$ cat src/rtl/pulse_readout_sequencer_if.sv
// Bus between the readout sequencer and the counter bank / top-level outputs.
// The master side is the sequencer; the slave side is the counter bank and its observers.
interface pulse_readout_sequencer_if #(
  parameter int CNT_W  = 8,
  parameter int ADDR_W = 3
);
  logic [CNT_W-1:0]  cnt_data;
  logic              ovf_ch_in;
  logic [ADDR_W-1:0] addr;
  logic              sl;
  logic              cnt_clr;
  logic              serial_out;
  logic              busy;
  logic              ovf_global;
  logic              ovf_rtc;

  modport master (
    input  cnt_data, ovf_ch_in,
    output addr, sl, cnt_clr, serial_out, busy, ovf_global, ovf_rtc
  );

  modport slave (
    output cnt_data, ovf_ch_in,
    input  addr, sl, cnt_clr, serial_out, busy, ovf_global, ovf_rtc
  );
endinterface

$ cat src/rtl/pulse_readout_sequencer.sv
// Per RTC tick: walk every channel, capture+clear its counter and shift the count out
// serially (overflow bit first, then data MSB first), framed by a leading marker bit.
//
// state | meaning
// IDLE  | waiting for a synchronised RTC rising edge
// START | frame marker on serial_out, frame accumulators cleared
// LOAD  | addressed counter captured into the shift register and cleared
// SHIFT | CNT_W+1 bits of the captured channel shifted out
// DONE  | frame overflow summary published to ovf_global
module pulse_readout_sequencer #(
  parameter int N_CH   = 4,
  parameter int CNT_W  = 8,
  parameter int ADDR_W = 3
) (
  input  logic                       clk,
  input  logic                       reset,
  input  logic                       rtc,
  pulse_readout_sequencer_if.master  bus
);

  if (N_CH < 1 || N_CH > (1 << ADDR_W)) begin : g_bad_n_ch
    $error("N_CH must be between 1 and 2**ADDR_W");
  end

  localparam int                BIT_W    = $clog2(CNT_W + 1);
  localparam logic [BIT_W-1:0]  LAST_BIT = BIT_W'(CNT_W);
  localparam logic [ADDR_W-1:0] LAST_CH  = ADDR_W'(N_CH - 1);

  typedef enum logic [2:0] {
    IDLE  = 3'd0,
    START = 3'd1,
    LOAD  = 3'd2,
    SHIFT = 3'd3,
    DONE  = 3'd4
  } state_t;

  state_t            state_q, state_d;
  logic              sync1_q, sync1_d;
  logic              sync2_q, sync2_d;
  logic              sync3_q, sync3_d;
  logic [ADDR_W-1:0] ch_idx_q, ch_idx_d;
  logic [BIT_W-1:0]  bit_idx_q, bit_idx_d;
  logic [CNT_W:0]    sr_q, sr_d;
  logic              acc_q, acc_d;
  logic [ADDR_W-1:0] addr_q, addr_d;
  logic              sl_q, sl_d;
  logic              cnt_clr_q, cnt_clr_d;
  logic              serial_out_q, serial_out_d;
  logic              busy_q, busy_d;
  logic              ovf_global_q, ovf_global_d;
  logic              ovf_rtc_q, ovf_rtc_d;
  logic              rise;

  always_comb begin
    rise         = sync2_q & ~sync3_q;
    sync1_d      = rtc;
    sync2_d      = sync1_q;
    sync3_d      = sync2_q;
    state_d      = state_q;
    ch_idx_d     = ch_idx_q;
    bit_idx_d    = bit_idx_q;
    sr_d         = sr_q;
    acc_d        = acc_q;
    ovf_global_d = ovf_global_q;
    ovf_rtc_d    = ovf_rtc_q;

    // An edge seen outside IDLE (DONE included) is dropped, only flagged.
    if (rise && (state_q != IDLE)) begin
      ovf_rtc_d = 1'b1;
    end

    case (state_q)
      IDLE: begin
        if (rise) begin
          state_d = START;
        end
      end
      START: begin
        ch_idx_d = '0;
        acc_d    = 1'b0;
        state_d  = LOAD;
      end
      LOAD: begin
        sr_d      = {bus.ovf_ch_in, bus.cnt_data};
        acc_d     = acc_q | bus.ovf_ch_in;
        bit_idx_d = '0;
        state_d   = SHIFT;
      end
      SHIFT: begin
        sr_d = {sr_q[CNT_W-1:0], 1'b0};
        if (bit_idx_q == LAST_BIT) begin
          if (ch_idx_q == LAST_CH) begin
            state_d = DONE;
          end else begin
            ch_idx_d = ch_idx_q + 1'b1;
            state_d  = LOAD;
          end
        end else begin
          bit_idx_d = bit_idx_q + 1'b1;
        end
      end
      DONE: begin
        state_d = IDLE;
      end
      default: begin
        state_d = IDLE;
      end
    endcase

    // Outputs are decoded from the next state so the registered copies line up with state_q.
    addr_d       = ((state_d == LOAD) || (state_d == SHIFT)) ? ch_idx_d : '0;
    sl_d         = (state_d == LOAD);
    cnt_clr_d    = (state_d == LOAD);
    busy_d       = (state_d != IDLE);
    serial_out_d = 1'b0;
    if (state_d == START) begin
      serial_out_d = 1'b1;
    end else if (state_d == SHIFT) begin
      serial_out_d = sr_d[CNT_W];
    end
    if (state_d == DONE) begin
      ovf_global_d = acc_q;
    end
  end

  always_ff @(posedge clk) begin
    if (reset) begin
      state_q      <= IDLE;
      sync1_q      <= 1'b0;
      sync2_q      <= 1'b0;
      sync3_q      <= 1'b0;
      ch_idx_q     <= '0;
      bit_idx_q    <= '0;
      sr_q         <= '0;
      acc_q        <= 1'b0;
      addr_q       <= '0;
      sl_q         <= 1'b0;
      cnt_clr_q    <= 1'b0;
      serial_out_q <= 1'b0;
      busy_q       <= 1'b0;
      ovf_global_q <= 1'b0;
      ovf_rtc_q    <= 1'b0;
    end else begin
      state_q      <= state_d;
      sync1_q      <= sync1_d;
      sync2_q      <= sync2_d;
      sync3_q      <= sync3_d;
      ch_idx_q     <= ch_idx_d;
      bit_idx_q    <= bit_idx_d;
      sr_q         <= sr_d;
      acc_q        <= acc_d;
      addr_q       <= addr_d;
      sl_q         <= sl_d;
      cnt_clr_q    <= cnt_clr_d;
      serial_out_q <= serial_out_d;
      busy_q       <= busy_d;
      ovf_global_q <= ovf_global_d;
      ovf_rtc_q    <= ovf_rtc_d;
    end
  end

  assign bus.addr       = addr_q;
  assign bus.sl         = sl_q;
  assign bus.cnt_clr    = cnt_clr_q;
  assign bus.serial_out = serial_out_q;
  assign bus.busy       = busy_q;
  assign bus.ovf_global = ovf_global_q;
  assign bus.ovf_rtc    = ovf_rtc_q;

endmodule

$ cat src/flat_wrapper.sv
// flat-port wrapper written by rule: the top's interface ports become plain ports
module pulse_readout_sequencer_flat 
#(
  parameter int N_CH   = 4,
  parameter int CNT_W  = 8,
  parameter int ADDR_W = 3
)
  (clk, reset, rtc, bus_cnt_data, bus_ovf_ch_in, bus_addr, bus_sl, bus_cnt_clr, bus_serial_out, bus_busy, bus_ovf_global, bus_ovf_rtc);
  pulse_readout_sequencer_if #(.CNT_W(CNT_W), .ADDR_W(ADDR_W)) bus_i ();
  input  logic clk;
  input  logic reset;
  input  logic rtc;
  input wire logic [$bits(bus_i.cnt_data)-1:0] bus_cnt_data;
  input wire logic [$bits(bus_i.ovf_ch_in)-1:0] bus_ovf_ch_in;
  output wire logic [$bits(bus_i.addr)-1:0] bus_addr;
  output wire logic [$bits(bus_i.sl)-1:0] bus_sl;
  output wire logic [$bits(bus_i.cnt_clr)-1:0] bus_cnt_clr;
  output wire logic [$bits(bus_i.serial_out)-1:0] bus_serial_out;
  output wire logic [$bits(bus_i.busy)-1:0] bus_busy;
  output wire logic [$bits(bus_i.ovf_global)-1:0] bus_ovf_global;
  output wire logic [$bits(bus_i.ovf_rtc)-1:0] bus_ovf_rtc;
  assign bus_i.cnt_data = bus_cnt_data;
  assign bus_i.ovf_ch_in = bus_ovf_ch_in;
  assign bus_addr = bus_i.addr;
  assign bus_sl = bus_i.sl;
  assign bus_cnt_clr = bus_i.cnt_clr;
  assign bus_serial_out = bus_i.serial_out;
  assign bus_busy = bus_i.busy;
  assign bus_ovf_global = bus_i.ovf_global;
  assign bus_ovf_rtc = bus_i.ovf_rtc;
  pulse_readout_sequencer #(.N_CH(N_CH), .CNT_W(CNT_W), .ADDR_W(ADDR_W)) u_core (.clk(clk), .reset(reset), .rtc(rtc), .bus(bus_i));
endmodule
$ cat config.mk
export PLATFORM = sky130hd
export DESIGN_NAME = pulse_readout_sequencer_flat
export DESIGN_NICKNAME = d
export VERILOG_FILES = /design/src/rtl/pulse_readout_sequencer_if.sv /design/src/rtl/pulse_readout_sequencer.sv /design/src/flat_wrapper.sv
export SDC_FILE = /design/constraint.sdc
export NUM_CORES = 1
export LEC_CHECK = 0
export BUFFER_PORTS_ARGS = -buffer_cell sky130_fd_sc_hd__buf_4
export CAP_MARGIN = 0
export CORE_ASPECT_RATIO = 0.6
export CORE_MARGIN = 3
export CORE_UTILIZATION = 55
export DETAILED_ROUTE_END_ITERATION = 8
export PLACE_DENSITY_LB_ADDON = 0.1
export SLEW_MARGIN = 20
export SYNTH_ARGS = -nofsm -noshare
export SYNTH_HDL_FRONTEND = slang
export SYNTH_SLANG_ARGS = --single-unit
$ cat constraint.sdc
create_clock -name clk -period 4 [get_ports clk]
set_input_delay 0.8 -clock clk [delete_from_list [all_inputs] [get_ports clk]]
set_output_delay 0.8 -clock clk [all_outputs]
set_load 0.01 [all_outputs]
# Word level (Yosys, flattened, before mapping)
# Index checks and enable logic that the tools add are counted.
dict set report classes {
  addsub 2
  multipliers 0
  n_div 0
  magnitude_cmp 0
  eq_ne 10
  shifts 0
  mux 13
  bitwise_logic 4
  n_reduce_logical 9
}
# cell n
set ops {}
lappend ops {{$pmux W9 S2} 1}
lappend ops {{$eq A3 B2 Y1 const B} 5}
lappend ops {{$mux W3} 5}
lappend ops {{$pmux W3 S4} 1}
lappend ops {{$pmux W4 S2} 1}
lappend ops {{$eq A3 B1 Y1 const B} 2}
lappend ops {{$pmux W3 S2} 1}
lappend ops {{$reduce_bool A3 Y1} 2}
lappend ops {{$add A4 B1 Y4 const B} 1}
lappend ops {{$eq A4 B4 Y1 const B} 1}
lappend ops {{$mux W4} 1}
lappend ops {{$reduce_bool A2 Y1} 2}
lappend ops {{$add A3 B1 Y3 const B} 1}
lappend ops {{$eq A3 B3 Y1 const B} 1}
lappend ops {{$logic_not A3 Y1} 1}
lappend ops {{$mux W1} 2}
lappend ops {{$ne A2 B2 Y1 const B} 1}
lappend ops {{$not A1 Y1} 2}
lappend ops {{$pmux W1 S2} 1}
lappend ops {{$reduce_and A2 Y1} 1}
lappend ops {{$reduce_or A2 Y1} 1}
lappend ops {{$and A1 B1 Y1} 1}
lappend ops {{$logic_and A1 B1 Y1} 1}
lappend ops {{$logic_or A1 B1 Y1} 1}
lappend ops {{$or A1 B1 Y1} 1}
dict set report totals {
  register_bits 31
  latch_bits 0
  mem_bits_rw 0
  rom_bits 0
  in_bits 12
  n_memories 0
}

# Logic depth before layout (Yosys ltp)
dict set report logic_depth {
  depth_word 8
  mapped_depth 7
  ltp_nobuf 7
}

# Worst setup path before layout
# Ideal clock, no wire load.
dict set report synth_path {
  kind {reg2reg}
  startpoint {register u_core.bit_idx_q[0]}
  endpoint {register u_core.sl_q, in the netlist u_core.bus.sl}
  setup_time_ns 0.058
  arrival_ns 1.498
  setup_slack_ns 2.444
  stages_incl_launch_ff 8
  path_buffers 0
  period_less_slack_ns 1.556
  path_cell_list {dfxtp_1 inv_1 ha_1 and3b_1 a31o_1 or3_4 inv_2 o21a_1}
}
dict set report synth_between {
  elab_chain_len 4
}
# element line
set synth_lines {}
lappend synth_lines {{start, declared} pulse_readout_sequencer.sv:42} ;# logic [BIT_W-1:0] bit_idx_q, bit_idx_d;
lappend synth_lines {{start signal, assigned} pulse_readout_sequencer.sv:149} ;# bit_idx_q <= bit_idx_d;
lappend synth_lines {{$eq A4 B4 Y1} pulse_readout_sequencer.sv:91} ;# if (bit_idx_q == LAST_BIT) begin
lappend synth_lines {{$mux W3} pulse_readout_sequencer.sv:91}
lappend synth_lines {{$pmux W3 S4} pulse_readout_sequencer.sv:72} ;# case (state_q)
lappend synth_lines {{$eq A3 B2 Y1} pulse_readout_sequencer.sv:112} ;# sl_d = (state_d == LOAD);
lappend synth_lines {{end signal, assigned} pulse_readout_sequencer.sv:153} ;# sl_q <= sl_d;
lappend synth_lines {{end, declared} pulse_readout_sequencer.sv:46} ;# logic sl_q, sl_d;
# No other way between the ends.
# A chain may end at the register's enable or synchronous reset.

# Final worst setup path
dict set report layout_path {
  startpoint {register u_core.state_q[0]}
  endpoint {register u_core.ovf_global_q, in the netlist u_core.bus.ovf_global}
}
dict set report layout_between {
  elab_chain_len 3
  word_cells_on_any_way 8
  cone_classes {4 x eq/ne; 3 x mux; 1 x reduce/logical}
}
# element line
set layout_lines {}
lappend layout_lines {{start, declared} pulse_readout_sequencer.sv:37} ;# state_t state_q, state_d;
lappend layout_lines {{start signal, assigned} pulse_readout_sequencer.sv:144} ;# state_q <= state_d;
lappend layout_lines {{$eq A3 B2 Y1, or another cell as far along} pulse_readout_sequencer.sv:72}
lappend layout_lines {{$pmux W3 S4 (*)} pulse_readout_sequencer.sv:72}
lappend layout_lines {{$eq A3 B3 Y1 (*)} pulse_readout_sequencer.sv:121} ;# if (state_d == DONE) begin
lappend layout_lines {{end signal, assigned} pulse_readout_sequencer.sv:157} ;# ovf_global_q <= ovf_global_d;
lappend layout_lines {{end, declared} pulse_readout_sequencer.sv:50} ;# logic ovf_global_q, ovf_global_d;
# Every way passes the cells marked *; elsewhere a longest branch is shown, timed or not.

==> results.py <==
metrics = {
    "status": {
        "outcome": "complete, no violations",
    },
    "timing": {
        "finalCritPeriodShare_pct": 48.6,
        "worst_hold_slack_ns": 0.459,
        "fmax_mhz": 514,
        "fin_crit_ns": 1.94,
        "report.final.slew_viol_count": 0,
        "finalSetupViolations": 0,
        "max_slew_margin_pct": 42.7,
        "fin_worst_skew_ns": 0.00316,
        "totalNegativeSetupSlack_ns": 0,
        "worstMarginPinSlew_ns": 0.859,
        "hold_viol_final": 0,
        "rsz0062_at_grt": "false",
    },
    "yosys": {
        "synth-edff-count": 0,
        "post-synth-top-count-cell": "sky130_fd_sc_hd__dfxtp_1",
        "mappedNetlistArea_sq_um": 1310,
        "synth_area_per_cell_sq_um": 9.23,
        "asyncSetResetFlopFracSynth_pct": 0,
        "netlist_top_cells_area": "sky130_fd_sc_hd__dfxtp_1, sky130_fd_sc_hd__mux2i_1, sky130_fd_sc_hd__nor2_1, sky130_fd_sc_hd__a211oi_1, sky130_fd_sc_hd__nor2b_1",
        "synth-seq-cells": 31,
        "ys.warnings.count": 0,
        "synth_top_cell_area_share_pct": 47.4,
        "ys_top_cells_by_count": "sky130_fd_sc_hd__dfxtp_1, sky130_fd_sc_hd__nor2_1, sky130_fd_sc_hd__mux2i_1",
        "synth_area_leader_cell": "sky130_fd_sc_hd__dfxtp_1",
        "yosysSeqAreaShare_pct": 47.4,
        "synthDistinctLibCells": 34,
        "mappedNetlistNets": 157,
        "most_used_flip_flop_cell_after_synthesis": "sky130_fd_sc_hd__dfxtp_1",
        "synthCells": 142,
    },
    "clocking": {
        "tritoncts.num_buffers": 5,
        "postCtsHoldBufs": 0,
        "max-clock-path-buffers": 2,
        "post_cts_resize_count": 0,
        "cts.clk_slew.worst_paths_ns": 0.06,
        "postCtsSetupRepairBufs": 0,
        "worst_skew_pair.late_latency_ns": 0.28,
        "cts_tree": "built",
        "cts_root_buf": "sky130_fd_sc_hd__clkbuf_8",
        "tritoncts_num_sinks": 31,
        "cts_htree_levels": 2,
    },
    "setup_path": {
        "worst_ep_arrival_time_ns": 2.11,
        "timing.critical_path.slowest_stage_cell": "sky130_fd_sc_hd__dfxtp_1",
        "timing_worst_setup_path_type": "reg -> reg",
        "critical_path_end_type": "flop",
        "crit_path_buf_inv_count": 0,
        "critical_path.startpoint_type": "flop",
        "critical_path.cell_chain": "nand2b_1 -> or3b_1 -> mux2i_1 -> nor2_1",
        "cpLargestDelayFamily": "flip-flops",
        "worstPathMaxFanout": 21,
        "cp_slowest_stage_delay_ns": 0.88,
        "required_time_at_the_worst_slack_endpoint_ns": 4.16,
    },
    "pwr": {
        "worst_ir_drop_vdd_mv": 0.301,
        "leakagePower_nw": 0.629,
        "p_total_mw": 0.749,
        "power_density_nw_per_um2": 478,
    },
    "drt": {
        "route.detailed.vias_per_inst": 5.63,
        "route.antenna.remaining_nets": 0,
        "drt_pre_antenna_iters": 4,
        "routed_wl_um": 2630,
        "via_count": 1069,
        "wl_per_cell_um": 13.9,
        "detailedRoute.firstIterationViolations": 60,
        "post-route-drc-count": 0,
    },
    "grt": {
        "grt_busiest_layer": "met2",
        "globalRouteMet3Util_pct": 9.03,
        "wire_length_of_the_first_global_routing_pass_um": 4350,
        "maximum_number_of_pins_on_one_net_before_global_route_repair": 28,
        "number_of_global_route_vias_before_repair": 976,
        "grt.total_usage_pct": 18.6,
        "grt_use_met2_pct": 30.1,
        "overflow": 0,
        "global_route.usage.met1_pct": 21.7,
        "grt_antenna_before_repair": 0,
    },
    "cells_and_area": {
        "nets": 174,
        "post_route_cells_drive_above_1_share_pct": 19.4,
        "syn2layout_area_growth_pct": 19.7,
        "antennaDiodeCount": 0,
    },
    "floorplanning": {
        "die_y_um": 43.8,
        "floorplan.core_area_sq_um": 2210,
        "die_x_um": 69.0,
        "row_count": 13,
        "die_area_sq_um": 3020,
        "initial_core_util_pct": 59.2,
        "floorplan.io_pins": 21,
    },
    "run": {
        "maxCapViolCount": 0,
    },
    "hold_path": {
        "holdCritPathClass": "reg -> reg",
    },
    "place": {
        "port_buffers": 20,
        "globalplace.congestion": 0.808,
        "place_hpwl_um": 1720,
    },
}
-- layout by cell type, fill, tap and decap left out --
cell                        instances
sky130_fd_sc_hd__nand2b_1           5
sky130_fd_sc_hd__o21ai_0            2
sky130_fd_sc_hd__a31oi_1            1
sky130_fd_sc_hd__nor4_1             2
sky130_fd_sc_hd__a31o_1             1
sky130_fd_sc_hd__mux2i_1           10
sky130_fd_sc_hd__nor2b_1            6
sky130_fd_sc_hd__buf_4             20
sky130_fd_sc_hd__nor2_1            21
sky130_fd_sc_hd__a21oi_1            6
sky130_fd_sc_hd__a21o_1             1
sky130_fd_sc_hd__ha_1               3
sky130_fd_sc_hd__nand3_1            2
sky130_fd_sc_hd__clkbuf_8           6
sky130_fd_sc_hd__a2bb2oi_1          1
sky130_fd_sc_hd__dfxtp_1           31
sky130_fd_sc_hd__and3b_1            2
sky130_fd_sc_hd__a22oi_1            1
sky130_fd_sc_hd__or3_4              1
sky130_fd_sc_hd__and2_1             2
sky130_fd_sc_hd__or3b_1             1
sky130_fd_sc_hd__bufinv_16          1
sky130_fd_sc_hd__nor2b_2            1
sky130_fd_sc_hd__or3_1              2
sky130_fd_sc_hd__nand3b_1           3
sky130_fd_sc_hd__clkinv_2           1
sky130_fd_sc_hd__and3_1             1
sky130_fd_sc_hd__a211oi_1           7
sky130_fd_sc_hd__nand2_1            4
sky130_fd_sc_hd__nor3_1             6
sky130_fd_sc_hd__inv_1              3
sky130_fd_sc_hd__a221oi_1           2
sky130_fd_sc_hd__a2111oi_1          1
sky130_fd_sc_hd__inv_2              1
sky130_fd_sc_hd__o21a_1             2
-- cell families (layout without fill, tap and decap cells) --
logic type	count (synthesis)	in the layout	synth area share (%)
compound gates	25	25	13.3
fa+ha+maj	3	3	2.87
buf+inv	14	32	4.97
flops	31	31	47.4
mux	10	10	7.64
simple gates	59	59	23.9
-- worst paths after layout --
path,slack [ns],endpoint,startpoint,depth (start not counted)
max,2.06,u_core.bus.ovf_global$_SDFFE_PP0N_,u_core.state_q[0]$_SDFF_PP0_,4
min,0.46,u_core.sync2_q$_SDFF_PP0_,u_core.sync1_q$_SDFF_PP0_,1
max reg2reg,2.06,u_core.bus.ovf_global$_SDFFE_PP0N_,u_core.state_q[0]$_SDFF_PP0_,4
min reg2reg,0.46,u_core.sync2_q$_SDFF_PP0_,u_core.sync1_q$_SDFF_PP0_,1
-- metal layers --
metal  vias to the layer above  share of wire (%)
li1                        526                  -
met3                         2                6.6
met2                        39                 45
met4                         0               0.49
met1                       502                 47
met5                         -                  0
-- power by group --
group	internal [mW]	switching, mW	leakage [nW]
clock network	0.201	0.112	0.0612
registers	0.327	0.0200	0.252
logic	0.0442	0.0441	0.315
-- through the flow --
| step | cell area [sq um] | setup slack (ns) | utilization [%] | std cells |
|---|---|---|---|---|
| after floorplan | 1310 | 2.44 | - | 142 |
| after global placement | 1450 | 1.98 | 65.4 | 182 |
| after detailed placement | 1450 | 1.87 | 65.4 | 182 |
| after CTS | 1570 | 1.76 | 70.8 | 190 |
| after global routing | 1570 | 1.90 | 70.9 | 190 |
| final | 1570 | 2.06 | 70.9 | 190 |
-- state kept, by name (all words and copies together) (netlist names) --
signal,cells
u_core.sr_q,9
u_core.bit_idx_q,4
u_core.bus.addr,3
u_core.ch_idx_q,3
u_core.state_q,3
u_core.acc_q,1
u_core.bus.busy,1
u_core.bus.ovf_global,1
u_core.bus.ovf_rtc,1
u_core.bus.serial_out,1
u_core.bus.sl,1
u_core.sync1_q,1
u_core.sync2_q,1
u_core.sync3_q,1
-- area by class of cell --
type	count	area, sq um
clock buffer	6	82.6
clock inverter	2	35.0
fill	187	644
inverter	4	15.0
multi-input combinational	97	627
sequential	31	621
tap	30	37.5
timing repair buffer	20	150
No activity file was read; power rests on OpenSTA's default activity.
